File: src/rtl/sample_tick_gen_pkg.sv
// ---------------------------------------------------------------------------
// audio_clk_pkg
//   Shared definitions for the audio sample-rate tick generator.
//   - rate_sel_e : encoding of the runtime rate select (2 bits)
//   - RATE_HZ_*  : the four supported sample rates in Hz
//   - rate_hz()  : maps a rate select code to its rate in Hz
// ---------------------------------------------------------------------------
package audio_clk_pkg;

  typedef enum logic [1:0] {
    RATE_44K1  = 2'b00,
    RATE_48K   = 2'b01,
    RATE_96K   = 2'b10,
    RATE_22K05 = 2'b11
  } rate_sel_e;

  localparam int unsigned RATE_HZ_44K1  = 44_100;
  localparam int unsigned RATE_HZ_48K   = 48_000;
  localparam int unsigned RATE_HZ_96K   = 96_000;
  localparam int unsigned RATE_HZ_22K05 = 22_050;

  // Highest selectable rate; bounds the accumulator increment.
  localparam int unsigned RATE_HZ_MAX   = RATE_HZ_96K;

  function automatic int unsigned rate_hz(input rate_sel_e sel);
    int unsigned hz;
    case (sel)
      RATE_44K1:  hz = RATE_HZ_44K1;
      RATE_48K:   hz = RATE_HZ_48K;
      RATE_96K:   hz = RATE_HZ_96K;
      RATE_22K05: hz = RATE_HZ_22K05;
      default:    hz = RATE_HZ_44K1;
    endcase
    return hz;
  endfunction

endpackage

File: src/rtl/sample_tick_gen_if.sv
// ---------------------------------------------------------------------------
// sample_tick_gen_if
//   Control and tick bundle of the sample-rate tick generator.
//   Controls (into the generator):
//     en            run enable; low freezes all state
//     resync        single-cycle synchronous phase restart
//     rate_sel      requested rate (00=44.1k, 01=48k, 10=96k, 11=22.05k)
//   Status (out of the generator):
//     tick          one-cycle pulse at the sample rate
//     tick_os       one-cycle pulse at OS x the sample rate
//     sample_cnt    wrapping count of ticks since reset/resync
//     active_sel    rate currently in effect
//     rate_switched one-cycle pulse when a new rate takes effect
//   Modports: master = the generator, slave = the consumer/controller.
// ---------------------------------------------------------------------------
interface sample_tick_gen_if #(
  parameter int unsigned CNT_W = 16
);

  logic             en;
  logic             resync;
  logic [1:0]       rate_sel;
  logic             tick;
  logic             tick_os;
  logic [CNT_W-1:0] sample_cnt;
  logic [1:0]       active_sel;
  logic             rate_switched;

  modport master (
    input  en,
    input  resync,
    input  rate_sel,
    output tick,
    output tick_os,
    output sample_cnt,
    output active_sel,
    output rate_switched
  );

  modport slave (
    output en,
    output resync,
    output rate_sel,
    input  tick,
    input  tick_os,
    input  sample_cnt,
    input  active_sel,
    input  rate_switched
  );

endinterface

File: src/rtl/sample_tick_gen_frac_accum.sv
// ---------------------------------------------------------------------------
// frac_accum
//   Fractional (Bresenham) phase accumulator. Each enabled cycle adds inc to
//   the phase; whenever the sum reaches CLK_HZ the modulus is subtracted and
//   a wrap is produced. Because the remainder is carried, the long-term wrap
//   rate is exactly inc / CLK_HZ per cycle with no rounding drift.
//   Ports:
//     clk, reset  system clock, synchronous active-high reset
//     clear       synchronous phase restart (lower priority than reset)
//     en          advance enable; low holds the phase
//     inc         per-cycle phase increment (must be <= CLK_HZ/2)
//     wrap        registered one-cycle pulse, high the cycle after a wrap
//     wrap_now    combinational "this edge wraps" strobe, so the parent can
//                 register coincident pulses on the same edge as wrap
// ---------------------------------------------------------------------------
module frac_accum #(
  parameter int unsigned CLK_HZ = 50_000_000,
  parameter int unsigned ACC_W  = 27
) (
  input  logic             clk,
  input  logic             reset,
  input  logic             clear,
  input  logic             en,
  input  logic [ACC_W-1:0] inc,
  output logic             wrap,
  output logic             wrap_now
);

  // One extra bit so acc + inc never overflows before the compare.
  localparam logic [ACC_W:0] MODULUS = (ACC_W + 1)'(CLK_HZ);

  logic [ACC_W-1:0] acc_reg;
  logic [ACC_W-1:0] acc_next;
  logic [ACC_W:0]   sum;
  logic             wrap_reg;

  always_comb begin
    sum      = {1'b0, acc_reg} + {1'b0, inc};
    wrap_now = en & (sum >= MODULUS);
    acc_next = acc_reg;
    if (en) begin
      // acc < CLK_HZ and inc <= CLK_HZ/2, so a single subtraction suffices.
      acc_next = wrap_now ? ACC_W'(sum - MODULUS) : sum[ACC_W-1:0];
    end
  end

  always_ff @(posedge clk) begin
    if (reset) begin
      acc_reg  <= '0;
      wrap_reg <= 1'b0;
    end else if (clear) begin
      acc_reg  <= '0;
      wrap_reg <= 1'b0;
    end else begin
      acc_reg  <= acc_next;
      wrap_reg <= wrap_now;
    end
  end

  assign wrap = wrap_reg;

endmodule

File: src/rtl/sample_tick_gen.sv
// ---------------------------------------------------------------------------
// sample_tick_gen
//   Exact-average sample-rate enable generator for the synth datapath.
//   A fractional accumulator advancing by rate x OS per clock yields tick_os;
//   every OS-th tick_os is also a tick. Adds a wrapping sample counter and
//   phase-continuous rate switching that only lands on a tick boundary.
//   Ports:
//     clk    system clock (CLK_HZ)
//     reset  synchronous, active-high reset
//     bus    sample_tick_gen_if.master: en, resync, rate_sel in;
//            tick, tick_os, sample_cnt, active_sel, rate_switched out
//   All outputs are registered; pulses are high for the cycle following the
//   edge that produced them. Edge priority: reset > resync > en.
// ---------------------------------------------------------------------------
module sample_tick_gen
  import audio_clk_pkg::*;
#(
  parameter int unsigned CLK_HZ = 50_000_000,
  parameter int unsigned OS     = 4,
  parameter int unsigned ACC_W  = 27,
  parameter int unsigned CNT_W  = 16
) (
  input  logic              clk,
  input  logic              reset,
  sample_tick_gen_if.master bus
);

  localparam int unsigned    OS_W    = (OS > 1) ? $clog2(OS) : 1;
  localparam logic [OS_W-1:0] OS_LAST = OS_W'(OS - 1);

  // -------------------------------------------------------------------------
  // Elaboration-time sanity checks on the parameter set.
  // -------------------------------------------------------------------------
  if ((OS < 1) || ((64'(OS) * 64'(RATE_HZ_MAX)) > (64'(CLK_HZ) / 64'd2))) begin : g_bad_os
    $error("sample_tick_gen: OS must be >= 1 and OS*96000 <= CLK_HZ/2");
  end

  if ((64'd1 << ACC_W) <= (64'd2 * 64'(CLK_HZ))) begin : g_bad_acc_w
    $error("sample_tick_gen: ACC_W too small, need 2^ACC_W > 2*CLK_HZ");
  end

  // -------------------------------------------------------------------------
  // Per-rate increments, folded to constants at elaboration.
  // -------------------------------------------------------------------------
  logic [ACC_W-1:0] inc_table [4];

  for (genvar gi = 0; gi < 4; gi++) begin : g_inc
    localparam logic [ACC_W-1:0] INC =
      ACC_W'(64'(rate_hz(rate_sel_e'(2'(gi)))) * 64'(OS));
    assign inc_table[gi] = INC;
  end

  // -------------------------------------------------------------------------
  // State
  // -------------------------------------------------------------------------
  logic [OS_W-1:0]  os_cnt_reg;
  logic [OS_W-1:0]  os_cnt_next;
  logic [CNT_W-1:0] sample_cnt_reg;
  logic [CNT_W-1:0] sample_cnt_next;
  logic [1:0]       active_sel_reg;
  logic [1:0]       active_sel_next;
  logic             tick_reg;
  logic             rate_switched_reg;

  logic [ACC_W-1:0] inc;
  logic             wrap_now;
  logic             accum_wrap;
  logic             os_last;
  logic             tick_now;
  logic             switch_req;
  logic             switch_now;

  // Increment follows the registered active rate, so a rate applied on a
  // tick edge only changes the step from the following edge onwards.
  assign inc = inc_table[active_sel_reg];

  frac_accum #(
    .CLK_HZ (CLK_HZ),
    .ACC_W  (ACC_W)
  ) u_accum (
    .clk      (clk),
    .reset    (reset),
    .clear    (bus.resync),
    .en       (bus.en),
    .inc      (inc),
    .wrap     (accum_wrap),
    .wrap_now (wrap_now)
  );

  // -------------------------------------------------------------------------
  // Next-state logic
  // -------------------------------------------------------------------------
  always_comb begin
    os_last         = (os_cnt_reg == OS_LAST);
    tick_now        = wrap_now & os_last;

    os_cnt_next     = os_cnt_reg;
    if (wrap_now) begin
      os_cnt_next = os_last ? '0 : os_cnt_reg + 1'b1;
    end

    sample_cnt_next = tick_now ? sample_cnt_reg + 1'b1 : sample_cnt_reg;

    // A differing request is held off while running and lands only on a
    // tick edge; while stopped there is no phase to protect, so it lands at
    // once. Evaluating the live rate_sel at that edge gives "latest wins"
    // and drops a request that has returned to the active rate.
    switch_req      = (bus.rate_sel != active_sel_reg);
    switch_now      = switch_req & (~bus.en | tick_now);
    active_sel_next = switch_now ? bus.rate_sel : active_sel_reg;
  end

  // -------------------------------------------------------------------------
  // Registers
  // -------------------------------------------------------------------------
  always_ff @(posedge clk) begin
    if (reset) begin
      os_cnt_reg        <= '0;
      sample_cnt_reg    <= '0;
      active_sel_reg    <= 2'b00;
      tick_reg          <= 1'b0;
      rate_switched_reg <= 1'b0;
    end else if (bus.resync) begin
      // Restart phase at the requested rate without a switch pulse.
      os_cnt_reg        <= '0;
      sample_cnt_reg    <= '0;
      active_sel_reg    <= bus.rate_sel;
      tick_reg          <= 1'b0;
      rate_switched_reg <= 1'b0;
    end else begin
      os_cnt_reg        <= os_cnt_next;
      sample_cnt_reg    <= sample_cnt_next;
      active_sel_reg    <= active_sel_next;
      tick_reg          <= tick_now;
      rate_switched_reg <= switch_now;
    end
  end

  assign bus.tick          = tick_reg;
  assign bus.tick_os       = accum_wrap;
  assign bus.sample_cnt    = sample_cnt_reg;
  assign bus.active_sel    = active_sel_reg;
  assign bus.rate_switched = rate_switched_reg;

endmodule

File: src/flat_wrapper.sv
// flat-port wrapper written by rule: the top's interface ports become plain ports
module sample_tick_gen_flat import audio_clk_pkg::*;
#(
  parameter int unsigned CLK_HZ = 50_000_000,
  parameter int unsigned OS     = 4,
  parameter int unsigned ACC_W  = 27,
  parameter int unsigned CNT_W  = 16
)
  (clk, reset, bus_en, bus_resync, bus_rate_sel, bus_tick, bus_tick_os, bus_sample_cnt, bus_active_sel, bus_rate_switched);
  sample_tick_gen_if #(.CNT_W(CNT_W)) bus_i ();
  input  logic clk;
  input  logic reset;
  input wire logic [$bits(bus_i.en)-1:0] bus_en;
  input wire logic [$bits(bus_i.resync)-1:0] bus_resync;
  input wire logic [$bits(bus_i.rate_sel)-1:0] bus_rate_sel;
  output wire logic [$bits(bus_i.tick)-1:0] bus_tick;
  output wire logic [$bits(bus_i.tick_os)-1:0] bus_tick_os;
  output wire logic [$bits(bus_i.sample_cnt)-1:0] bus_sample_cnt;
  output wire logic [$bits(bus_i.active_sel)-1:0] bus_active_sel;
  output wire logic [$bits(bus_i.rate_switched)-1:0] bus_rate_switched;
  assign bus_i.en = bus_en;
  assign bus_i.resync = bus_resync;
  assign bus_i.rate_sel = bus_rate_sel;
  assign bus_tick = bus_i.tick;
  assign bus_tick_os = bus_i.tick_os;
  assign bus_sample_cnt = bus_i.sample_cnt;
  assign bus_active_sel = bus_i.active_sel;
  assign bus_rate_switched = bus_i.rate_switched;
  sample_tick_gen #(.CLK_HZ(CLK_HZ), .OS(OS), .ACC_W(ACC_W), .CNT_W(CNT_W)) u_core (.clk(clk), .reset(reset), .bus(bus_i));
endmodule
File: config.mk
export PLATFORM = sky130hd
export DESIGN_NAME = sample_tick_gen_flat
export DESIGN_NICKNAME = d
export VERILOG_FILES = /design/src/rtl/sample_tick_gen_pkg.sv /design/src/rtl/sample_tick_gen_if.sv /design/src/rtl/sample_tick_gen_frac_accum.sv /design/src/rtl/sample_tick_gen.sv /design/src/flat_wrapper.sv
export SDC_FILE = /design/constraint.sdc
export NUM_CORES = 1
export LEC_CHECK = 0
export CAP_MARGIN = 25
export CORE_UTILIZATION = 65
export DETAILED_ROUTE_END_ITERATION = 7
export PLACE_DENSITY = 0.85
export SKIP_CTS_REPAIR_TIMING = 1
export SLEW_MARGIN = 10
export SYNTH_ARGS = -nofsm -noshare
export SYNTH_HDL_FRONTEND = slang
export SYNTH_HIERARCHICAL = 1
export SYNTH_SLANG_ARGS = --single-unit
File: constraint.sdc
create_clock -name clk -period 11.5 [get_ports clk]
set_input_delay 1.725 -clock clk [delete_from_list [all_inputs] [get_ports clk]]
set_output_delay 1.725 -clock clk [all_outputs]
set_load 0.1 [all_outputs]
; ---- Yosys cells after proc, flatten, opt, wreduce, memory -nomap -nowiden
; Index checks and enable logic that the tools add are counted.
[classes]
eq_ne = 2
n_lt_le_gt_ge = 2
addsub = 4
muxes = 7
n_bitwise = 6
reduce_logical = 2
multipliers = 0
shift = 0
div_mod_pow = 0
[ops]
columns = cell, count
row1 = 27-bit two-way mux, 3
row2 = 27-bit binary-select mux with 2-bit select, 1
row3 = 27-bit by 27-bit adder with 28-bit output, 1
row4 = "28-bit by 26-bit >= comparator with 1-bit output, second input constant", 1
row5 = "27-bit by 26-bit subtractor with 27-bit output, second input constant", 1
row6 = "16-bit by 1-bit adder with 16-bit output, second input constant", 1
row7 = 2-bit two-way mux, 3
row8 = 1-bit bitwise AND, 3
row9 = "3-bit >= comparator, second input constant", 1
row10 = 2-bit inverter with 3-bit output, 1
row11 = "2-bit by 1-bit adder with 2-bit output, second input constant", 1
row12 = "2-bit == test, second input constant", 1
row13 = 2-bit != test, 1
row14 = 2-bit nonzero test, 1
row15 = 2-bit OR reduction, 1
row16 = 1-bit inverter, 1
row17 = 1-bit OR, 1
[word_totals]
rom_bits = 0
ramBits = 0
latch_bits = 0
out_inout_bits = 21
mem_count = 0
ff_bits = 50
elab_cells = 30
inputBits = 6

; ---- Logic depth before layout (Yosys ltp)
; Gate-level depths: netlist (run 1).
[depth]
word_depth = 12
depth_mapped = 19
ltp_nobuf = 17

; ---- By module
; The synthesis (run 1) kept the hierarchy.
[by_module_without_submodules]
columns = mod, area_per_inst_um2, cells_each, instances, seq_area_each_um2
row1 = frac_accum, 3174.3, 408, 1, 560.5
row2 = sample_tick_gen, 1117.3, 123, 1, 440.4

; ---- Least setup slack after synthesis (run 1)
; OpenSTA, ideal clock, no wires.
[synth_path]
kind = register to register
startpoint = reg u_core.active_sel_reg[0] (netlist: u_core/bus.active_sel[0])
endpoint = reg u_core.sample_cnt_reg[13] (netlist: u_core/bus.sample_cnt[13])
synth_period_minus_slack_ns = 5.292
stages_incl_launch_ff = 20
setup_time_ns = 0.117
required_time_ns = 11.383
slack_ns = 6.208
t_arrival_ns = 5.176
n_path_buf = 3
path_cell_list = dfxtp_1 inv_1 ha_1 ha_1 buf_6 a21oi_4 o21ai_2 or2_1 o211a_1 a2111oi_4 nand4_2 or3_1 o221ai_2 buf_2 and2_1 buf_2 nand3_2 nor4_4 a31oi_1 a41o_1
[synth_via]
elab_chain_cells = 8
[synth_lines]
columns = item, line_no
row1 = from (decl), sample_tick_gen.sv:60  ; logic [1:0] active_sel_reg;
row2 = from (signal assigned), sample_tick_gen.sv:127  ; active_sel_reg <= bus.rate_sel;
row3 = from (signal assigned), sample_tick_gen.sv:133  ; active_sel_reg <= active_sel_next;
row4 = 2-bit inverter with 3-bit output (not written as such), sample_tick_gen.sv:75  ; assign inc = inc_table[active_sel_reg];
row5 = 27-bit binary-select mux with 2-bit select, sample_tick_gen.sv:75
row6 = 27-bit two-way mux (not written as such) (2 in a row), sample_tick_gen.sv:75
row7 = net u_core.inc[10], sample_tick_gen.sv:65  ; logic [ACC_W-1:0] inc;
row8 = 27-bit by 27-bit adder with 28-bit output, sample_tick_gen_frac_accum.sv:38  ; sum = {1'b0, acc_reg} + {1'b0, inc};
row9 = 28-bit by 26-bit >= comparator with 1-bit output, sample_tick_gen_frac_accum.sv:39  ; wrap_now = en & (sum >= MODULUS);
row10 = 1-bit bitwise AND, sample_tick_gen_frac_accum.sv:39
row11 = net u_core.wrap_now, sample_tick_gen.sv:66  ; logic wrap_now;
row12 = 1-bit bitwise AND, sample_tick_gen.sv:95  ; tick_now = wrap_now & os_last;
row13 = to (signal assigned), sample_tick_gen.sv:132  ; sample_cnt_reg <= sample_cnt_next;
row14 = to (decl), sample_tick_gen.sv:58  ; logic [CNT_W-1:0] sample_cnt_reg;
; The timed path passes the listed nets, and every way through them passes these cells. The select of a mux whose other input is x is not followed.
; A chain may end at the register's enable or synchronous reset.

; ---- Worst setup path after layout (run 1)
[layout_path]
startpoint = reg u_core.active_sel_reg[1] (netlist: u_core/bus.active_sel[1])
endpoint = reg u_core.sample_cnt_reg[13] (netlist: u_core/bus.sample_cnt[13])
; The elaborated chain is that of the path after synthesis.

==> impl_metrics.tcl, run 1 <==
set metrics [dict create \
    run_status "finished clean" \
    final-hold-violation-count 0 \
    p_sw_share_pct 37.55 \
    track_usage_pct 31.35 \
    clk_latency_ps 310 \
    pwr-share-seq_pct 34.7 \
    critPathSlowestCell "o221ai_2" \
    via_per_inst 6.388 \
    cts.sinks 50 \
    internal_power_mw 0.3327 \
    worstPathMaxFanout 21 \
    critPathCaptureType "register" \
    portBuffers 26 \
    worst_slew_pin_slew_ps 986.1 \
    crit_chain "inv_1, ha_1, ha_1, nand2_1, o211ai_2, o2111ai_1, nor4b_1, a211oi_2, nand4_2, or3_1, o221ai_2, and2_1, nand3_2, nor4_4, a31oi_1, a41o_1" \
    synth.distinct_cells 81 \
    final_net_count 602 \
    clockBufferDepth 2 \
    antenna_cells 0 \
    wl_um 10730 \
    maxSlewViolCount 0 \
    cts.clk_slew.worst_paths_ps 100 \
    rsz0062_at_grt "no" \
    setup.worst_path.start_class "register" \
    synth_top_family_by_area "compound AO/OA/AOI/OAI gates" \
    slowest_delay_ps 710 \
    crit_type "register to register" \
    largest_reg_flops 27 \
    fin_setup_tns_ps 0 \
    clock_skew_ps 4.800 \
    cp.arrival_ps 5700 \
    avgSynthCellArea_sq_um 8.082 \
    yosys_warnings 6 \
    rr_startpoint "u_core/bus.active_sel[1]$_SDFFE_PP0P_" \
    period_share_pct 47.69 \
    grt_pass1_wl_um 17870 \
    final_common_cell "nand2_1" \
    synth_seq_cells 50 \
    syn_to_final_growth_pct 9.971 \
    relSlewSlack_pct 34.06 \
    cts_buffers 5 \
    vias 4063 \
    hp-class "register to register" \
    ir_drop_v 0.0001165 \
    synth_edf_count 0 \
    path_common_cell "ha_1" \
    synthMuxAreaShare_pct 2.828 \
    p_leak_nw 1.852 \
    grt_pass1_vias 3921 \
    htreeDepth 2 \
    dpl.hpwl_um 8042 \
    multi_input_area_sq_um 3181 \
    ant_nets 0 \
    hold_path_startpoint "u_core/bus.sample_cnt[14]$_SDFFE_PP0P_" \
    most-common-layout-cells "nand2_1 (51), nor2_1 (50), dfxtp_1 (50)" \
    ys.flop_type "dfxtp_1" \
    powerDensity_nw_per_um2 112.9 \
    cts_tree "yes" \
    post-route-worst-setup-slack_ps 6016 \
    drc_errors 0 \
    setup_viol 0 \
    drt_first_pass_iters 6 \
    gp_congestion 0.9013 \
    final-seq-area_sq_um 1001 \
    ys_seq_area_share_pct 23.32 \
    crit_path_start "u_core/bus.active_sel[1]$_SDFFE_PP0P_" \
    cts-root-buf "clkbuf_8" \
    dp_slack_ps 6129 \
    power_frac_comb_pct 39.4 \
    routedWlPerCell_um 16.87 \
    async_flop_share_pct 0 \
    antenna_found_initial 0 \
    die_area_sq_um 6931 \
    pin_count 27 \
    min_period_ps 5484 \
    synthAdderAreaFrac_pct 11.25 \
    core_area_sq_um 6350 \
    drive_above_1_share_pct 8.408 \
    die_height_um 83.26 \
    crit_required_ps 11710 \
    rows 29 \
    power_switching_mw 0.2000 \
    die_w_um 83.26 \
    yosys.area_share.xor_xnor_pct 10.00 \
    syn_inst 531 \
    overflow 0 \
    critical_path.top_delay_family "simple AND/OR/NAND/NOR gates" \
    start_util_pct 67.59 \
    max_cap_viol_count 0 \
    fillers 476 \
    fmax_mhz 182.3 \
    first_iter_violations 319 \
    clockPowerShare_pct 25.9 \
    synth_compound_area_share_pct 25.71 \
    path_buf_inv 1 \
    syn_area_sq_um 4292 \
    hold_ws_ps 497.3 \
    yosys.area_share.simple_pct 23.09 \
    grt_max_degree 49 \
]
==> synthesized netlist by cell type, types with 3 or more instances <==
cell type  count  area [sq um]
a31oi_1        4         25.02
o21ai_2        3         26.28
a21oi_1       41         205.2
buf_2          7         35.03
and4_1         4         35.03
nor2_1        50         187.7
xnor2_1       35         306.5
a21o_1         6         45.04
o31ai_1        3         22.52
o21ai_1        3         15.01
o211ai_1       6         45.04
nor3_1         9         45.04
inv_1         12         45.04
or2_2          6         37.54
nor4_1         7         43.79
nor2b_1        5         31.28
o21a_1         6         45.04
mux2i_1       11         110.1
a211oi_2       3         37.54
nand3_1       16         80.08
ha_1          37         462.9
nand2_1       51         191.4
a21oi_2        4         35.03
or3_1          7         43.79
nand4_1        6         37.54
buf_6          3         33.78
o21ai_0       40         200.2
dfxtp_1       50          1001
a211oi_1       7         52.55
xor2_1        14         122.6
clkbuf_1       9         33.78
and2_1         3         18.77
==> power groups by stage <==
stage          Sequential, mW  Clock [mW]  Combinational (mW)
2_1_floorplan           0.191           0               0.166
3_3_place_gp            0.188           0               0.198
3_5_place_dp            0.189           0               0.203
4_1_cts                 0.185       0.139               0.204
5_1_grt                 0.186       0.145               0.228
6_report                0.185       0.138               0.210
==> layout make-up <==
class,count,share of cell area (%)
repair buffers,28,5.832
multi-input cells,461,67.39
clock inverters,2,0.8218
inverters,12,0.9544
flip-flops and latches,50,21.21
well taps,77,2.041
clock buffers,6,1.750
==> worst register-to-register path: stages (launching register included) <==
cell	delay (ps)
dfxtp_1	500
inv_1	190
ha_1	310
ha_1	500
nand2_1	150
o211ai_2	190
o2111ai_1	250
nor4b_1	240
a211oi_2	410
nand4_2	180
or3_1	410
o221ai_2	710
and2_1	430
nand3_2	210
nor4_4	380
a31oi_1	130
a41o_1	210
==> final timing paths <==
| check | slack (ps) | cells after the start | endpoint |
|---|---|---|---|
| hold reg to reg | 500 | 2 | u_core/bus.sample_cnt[14]$_SDFFE_PP0P_ |
| hold / removal | 500 | 2 | u_core/bus.sample_cnt[14]$_SDFFE_PP0P_ |
| setup / recovery | 6020 | 16 | u_core/bus.sample_cnt[13]$_SDFFE_PP0P_ |
| setup reg to reg | 6020 | 16 | u_core/bus.sample_cnt[13]$_SDFFE_PP0P_ |
==> routing by layer <==
| layer | vias up | GRT usage (%) | share of wire, % |
|---|---|---|---|
| met5 | - | 0 | 0 |
| met4 | 0 | 17.40 | 4.4 |
| met3 | 41 | 5.268 | 4.9 |
| met2 | 127 | 53.80 | 49 |
| met1 | 1909 | 37.02 | 42 |
| li1 | 1986 | - | - |
==> logic make-up after synthesis <==
| family | after synthesis |
|---|---|
| and+or+nand+nor | 189 |
| AOI/OAI and AO/OA | 159 |
| DFF | 50 |
| xor gates and xnor gates | 49 |
| adders and majority gates | 38 |
| buffers and inverters | 33 |
| muxes | 12 |
| other | 1 |
==> metrics by stage <==
step           utilization, %  cell area [sq um]  instances  power [mW]
6_report                74.33               4720        636      0.5327
5_1_grt                 74.33               4720        636      0.5586
3_5_place_dp            72.41               4598        628      0.3912
4_1_cts                 74.33               4720        636      0.5286
2_1_floorplan               -               4340        544      0.3575
3_3_place_gp            72.41               4598        628      0.3866
Note: power is estimated with default switching activity, not from simulation.
==> run 2, diff against run 1 <==
--- a/config.mk
+++ b/config.mk
@@ -6,9 +6,9 @@
 export NUM_CORES = 1
 export LEC_CHECK = 0
 export CAP_MARGIN = 25
-export CORE_UTILIZATION = 65
+export CORE_UTILIZATION = 61
 export DETAILED_ROUTE_END_ITERATION = 7
-export PLACE_DENSITY = 0.85
+export PLACE_DENSITY = 0.81
 export SKIP_CTS_REPAIR_TIMING = 1
 export SLEW_MARGIN = 10
 export SYNTH_ARGS = -nofsm -noshare
==> constraint.sdc (replaced) <==
create_clock -name clk -period 5.6 [get_ports clk]
set_input_delay 0.84 -clock clk [delete_from_list [all_inputs] [get_ports clk]]
set_output_delay 0.84 -clock clk [all_outputs]
set_load 0.1 [all_outputs]
==> run 2 against run 1 <==
Clock skew rose by 7.6 ps. Sequential power rose by 110%. Fmax rose by 13%. Via count barely moved. Power rose by 100%. Routed wire length rose by 0.37%. Hold slack got worse by 2.2 ps. Global-route usage fell by 2.1 points. Core utilization fell by 4.4 points. Clock power rose by 88%. First-iteration DRC count fell by 28%.
==> impl_metrics.tcl, run 2 (same netlist as run 1, synthesis figures left out) <==
set metrics [dict create \
    die_area_sq_um 7375 \
    placed_cells 649 \
    clock_skew_ps 12.36 \
    hp-class "register to register" \
    start_util_pct 63.17 \
    first_iter_violations 231 \
    vias 4065 \
    cts_tree "yes" \
    period_share_pct 86.67 \
    design_area_sq_um 4750 \
    cts_buffers 5 \
    crit_type "register to register" \
    relSlewSlack_pct 34.09 \
    die_height_um 85.88 \
    overflow 0 \
    powerDensity_nw_per_um2 227.7 \
    max_cap_viol_count 0 \
    antenna_cells 0 \
    maxSlewViolCount 0 \
    routedWlPerCell_um 16.39 \
    setup.worst_path.start_class "register" \
    drive_above_1_share_pct 8.734 \
    critical_path.top_delay_family "simple AND/OR/NAND/NOR gates" \
    slowest_delay_ps 490 \
    r2r_cells 16 \
    final_net_count 604 \
    rows 30 \
    htreeDepth 2 \
    core_area_sq_um 6794 \
    antenna_found_initial 0 \
    clk_latency_ps 310 \
    via_per_inst 6.187 \
    path_buf_inv 1 \
    die_w_um 85.88 \
    drc_errors 0 \
    worst_slew_pin_slew_ps 985.5 \
    syn_to_final_growth_pct 10.67 \
    final_util_pct 69.91 \
    gp_congestion 0.9637 \
    critPathCaptureType "register" \
    min_period_ps 4853 \
    final-hold-violation-count 0 \
    largest_reg_flops 27 \
    grt_pass1_wl_um 17280 \
    cts.clk_slew.worst_paths_ps 100 \
    cp.depth 16 \
    fin_setup_tns_ps 0 \
    dpl-instance-area_sq_um 4637 \
    total_power_mw 1.081 \
    grt_max_degree 49 \
    rsz0062_at_grt "no" \
    critPathSlowestCell "dfxtp_1" \
    cp.arrival_ps 5060 \
    portBuffers 26 \
    p_leak_nw 1.858 \
    clockBufferDepth 2 \
    path_common_cell "ha_1" \
    cts.sinks 50 \
    worstPathMaxFanout 9 \
    fmax_mhz 206.0 \
    drt_first_pass_iters 5 \
    ir_drop_v 0.0001678 \
    track_usage_pct 29.25 \
    ant_nets 0 \
    layoutNonFillerInstCount 657 \
    dpl.hpwl_um 8337 \
    crit_required_ps 5810 \
    final_common_cell "nand2_1" \
    pin_count 27 \
    wl_um 10770 \
    setup_viol 0 \
    most-common-layout-cells "nand2_1 (51), nor2_1 (50), dfxtp_1 (50)" \
    run_status "finished clean" \
    whs_path_depth 2 \
    grt_pass1_vias 3735 \
    cts-root-buf "clkbuf_8" \
    crit_chain "inv_1, ha_1, ha_1, nand2_1, o211ai_2, o2111ai_1, nor4b_1, a211oi_2, nand4_2, or3_1, o221ai_2, and2_1, nand3_2, nor4_4, a31oi_1, a41o_1" \
]
## run 2: changes by cell type in the layout (fill, tap and decap cells not counted)
cell	before	now
buf_4	2	4
clkbuf_8	6	5
clkinv_2	0	1
## run 2: cell type report
| type | count | area (sq um) |
|---|---|---|
| Multi-Input combinational cell | 461 | 3181 |
| Clock inverter | 3 | 43.79 |
| Timing Repair Buffer | 30 | 290.3 |
| Fill cell | 561 | 2044 |
| Inverter | 12 | 45.04 |
| Clock buffer | 5 | 68.82 |
| Tap cell | 96 | 120.1 |
| Sequential cell | 50 | 1001 |
## run 2: stage by stage
| stage | worst slack, ps | hold slack, ps |
|---|---|---|
| floorplan | 307.6 | 429.1 |
| global placement | 972.3 | 463.7 |
| detailed placement | 802.0 | 477.6 |
| CTS | 777.2 | 495.2 |
| global route | 506.9 | 516.1 |
| finish | 746.6 | 495.1 |
## run 2: tightest hold or removal path: stages, from the launching register on
cell,delay (ps)
dfxtp_1,320
nor2_1,80
a211oi_1,50
## run 2: path summary, 6_finish.rpt
check	from	to	slack, ps
min	u_core/u_accum/acc_reg[2]$_SDFFE_PP0P_	u_core/u_accum/acc_reg[2]$_SDFFE_PP0P_	500
max	u_core/bus.active_sel[1]$_SDFFE_PP0P_	u_core/bus.sample_cnt[13]$_SDFFE_PP0P_	750
min reg2reg	u_core/u_accum/acc_reg[2]$_SDFFE_PP0P_	u_core/u_accum/acc_reg[2]$_SDFFE_PP0P_	500
max reg2reg	u_core/bus.active_sel[1]$_SDFFE_PP0P_	u_core/bus.sample_cnt[13]$_SDFFE_PP0P_	750
## run 2: per-layer routing
metal	part of all wire, %	GRT usage [%]	wire length [um]
met5	0	0	0
met2	48	50.14	5209
met1	43	36.01	4626
met3	4.6	4.716	495
met4	4.1	13.03	440
## run 2: report_power, final
part	leakage [nW]	switching, mW	internal [mW]	total (mW)
Clock	0.0585	0.126	0.134	0.260
Combinational	1.39	0.272	0.169	0.442
Sequential	0.407	0.00984	0.370	0.380
==> run 3, diff against run 2 <==
--- a/config.mk
+++ b/config.mk
@@ -6,9 +6,10 @@
 export NUM_CORES = 1
 export LEC_CHECK = 0
 export CAP_MARGIN = 25
-export CORE_UTILIZATION = 61
+export CORE_UTILIZATION = 55
 export DETAILED_ROUTE_END_ITERATION = 7
-export PLACE_DENSITY = 0.81
+export PLACE_DENSITY = 0.77
+export SETUP_SLACK_MARGIN = 0.2
 export SKIP_CTS_REPAIR_TIMING = 1
 export SLEW_MARGIN = 10
 export SYNTH_ARGS = -nofsm -noshare
==> constraint.sdc (replaced) <==
create_clock -name clk -period 4.2 [get_ports clk]
set_input_delay 0.63 -clock clk [delete_from_list [all_inputs] [get_ports clk]]
set_output_delay 0.63 -clock clk [all_outputs]
set_load 0.1 [all_outputs]
==> run 3 against run 2 <==
Critical endpoint is now u_core/bus.active_sel[1]$_SDFFE_PP0P_. Die area is 11% higher. Highest routed layer unchanged. Design area is 14% higher. Sequential share of layout area is 2.4 points lower. Global-route usage is 1.0 points lower. Count of clock-buffer cells in the layout stayed put. Clock skew is 5.7 ps lower. Flip-flop and latch count stayed put. Largest power group unchanged. Power is 46% higher. Core utilization is 2.9 points higher. Clock power is 18% higher. Non-clock buffer count is 31 higher.
==> impl_metrics.tcl, run 3 (same netlist as run 1, synthesis figures left out) <==
set metrics [dict create \
    run_status "finished clean" \
    setup.worst_path.start_class "register" \
    antenna_found_initial 0 \
    grt_max_degree 28 \
    rows 31 \
    crit_chain "inv_4, ha_2, ha_4, a21oi_4, o21a_2, o21ai_0, xor2_1, buf_4, nor4_2, nor2_1, a221oi_4, o221ai_4, and2_4, nand2_1, and3b_1, mux2i_1, nor2_1" \
    final-hold-violation-count 0 \
    clockPowerShare_pct 19.5 \
    core_area_sq_um 7408 \
    path_common_cell "nor2_1" \
    maxSlewViolCount 0 \
    dpl-instance-area_sq_um 4796 \
    worst_slew_pin_slew_ps 995.8 \
    final_util_pct 72.84 \
    slowest_delay_ps 440 \
    start_util_pct 57.93 \
    power_switching_mw 0.6414 \
    critPathSlowestCell "dfxtp_4" \
    cp.arrival_ps 4120 \
    wl_um 12320 \
    drc_errors 0 \
    gp_congestion 0.9950 \
    period_share_pct 93.45 \
    drt_first_pass_iters 5 \
    crit_required_ps 4400 \
    portBuffers 26 \
    ir_drop_v 0.0001876 \
    dpl.hpwl_um 8688 \
    wl_met2_um 5899 \
    hp-class "register to register" \
    relSlewSlack_pct 33.41 \
    powerDensity_nw_per_um2 293.1 \
    final_common_cell "nor2_1" \
    grt_pass1_vias 3974 \
    dr.max_layer_used "met4" \
    die_height_um 90.34 \
    cts.sinks 50 \
    ant_nets 0 \
    htreeDepth 2 \
    pin_count 27 \
    design_area_sq_um 5396 \
    cts.clk_slew.worst_paths_ps 100 \
    rr_startpoint "u_core/bus.active_sel[0]$_SDFFE_PP0P_" \
    power_frac_comb_pct 48.3 \
    die_w_um 90.34 \
    hold_path_startpoint "u_core/u_accum/acc_reg[2]$_SDFFE_PP0P_" \
    worstPathMaxFanout 8 \
    routedWlPerCell_um 17.82 \
    setup_viol 0 \
    critPathCaptureType "register" \
    crit_path_start "u_core/bus.active_sel[0]$_SDFFE_PP0P_" \
    clockBufferDepth 2 \
    crit_type "register to register" \
    critical_path.top_delay_family "simple AND/OR/NAND/NOR gates" \
    cts-root-buf "clkbuf_8" \
    rsz0062_at_grt "yes" \
    wl_met3_um 635 \
    p_sw_share_pct 40.54 \
    track_usage_pct 28.23 \
    grt_pass1_wl_um 18840 \
    fmax_mhz 254.8 \
    syn_to_final_growth_pct 25.74 \
    first_iter_violations 265 \
    p_leak_nw 2.053 \
    overflow 0 \
    path_buf_inv 2 \
    final_net_count 635 \
    clk_latency_ps 310 \
    die_area_sq_um 8160 \
    drive_above_1_share_pct 22.47 \
    via_per_inst 6.253 \
    drt-met1-wl_um 5367 \
    largest_reg_flops 27 \
    cts_buffers 5 \
    most-common-layout-cells "nor2_1 (49), nand2_1 (48), dfxtp_1 (48)" \
    internal_power_mw 0.9405 \
    cts_tree "yes" \
    vias 4321 \
    fin_setup_tns_ps 0 \
    antenna_cells 0 \
    max_cap_viol_count 0 \
    clock_skew_ps 6.667 \
    pwr-share-seq_pct 32.3 \
    min_period_ps 3925 \
]
==> run 3: cell types whose count changed in the layout (fill, tap and decap cells not counted), moves of 3 or more <==
cell / previous run / this run
a21oi_1: 41 / 38
a21oi_4: 2 / 5
buf_4: 4 / 34
ha_1: 37 / 22
ha_4: 0 / 13
inv_1: 12 / 9
inv_4: 0 / 3
nand2_1: 51 / 48
o21ai_0: 40 / 36
o21ai_2: 3 / 6
xnor2_1: 35 / 31
xnor2_2: 0 / 4
==> run 3: worst paths after layout <==
| kind | slack [ps] | cells past startpoint | end |
|---|---|---|---|
| max | 280 | 17 | u_core/bus.active_sel[1]$_SDFFE_PP0P_ |
| max reg2reg | 280 | 17 | u_core/bus.active_sel[1]$_SDFFE_PP0P_ |
| min reg2reg | 500 | 2 | u_core/u_accum/acc_reg[2]$_SDFFE_PP0P_ |
| min | 500 | 2 | u_core/u_accum/acc_reg[2]$_SDFFE_PP0P_ |
==> run 3: power by group through the flow <==
stage                     registers (mW)  logic [mW]  clock network (mW)
after floorplan                    0.524       0.476                   0
after global placement             0.517       0.594                   0
after detailed placement           0.518       0.608                   0
after CTS                          0.507       0.614               0.315
after global routing               0.513       0.817               0.331
final                              0.511       0.763               0.308
==> run 3: metrics by stage <==
stage | worst slack, ps | power, mW | cells | hold WS, ps
final | 275.1 | 1.582 | 691 | 502.4
after global routing | 83.95 | 1.661 | 691 | 526.4
after CTS | 15.72 | 1.436 | 670 | 500.1
after detailed placement | 53.31 | 1.126 | 662 | 484.7
after global placement | 122.9 | 1.110 | 662 | 470.4
after floorplan | 39.64 | 1.000 | 544 | 429.1
==> run 3: tightest hold or removal path, cell delays in order, from the launching register on <==
cell and delay, ps:
dfxtp_1 330, nor2_1 80, a211oi_1 50
==> run 3: layout make-up <==
class	count	area [sq um]
Timing Repair Buffer	61	526.8
Clock inverter	3	28.78
Sequential cell	50	1006
Clock buffer	5	68.82
Fill cell	541	2012
Multi-Input combinational cell	461	3590
Tap cell	99	123.9
Inverter	12	52.55
==> run 3: metal layers <==
metal  GRT usage [%]  vias to the layer above
met2           47.77                      161
met1           36.16                     2064
li1                -                     2049
met5               0                        -
met4           10.75                        0
met3           4.209                       47
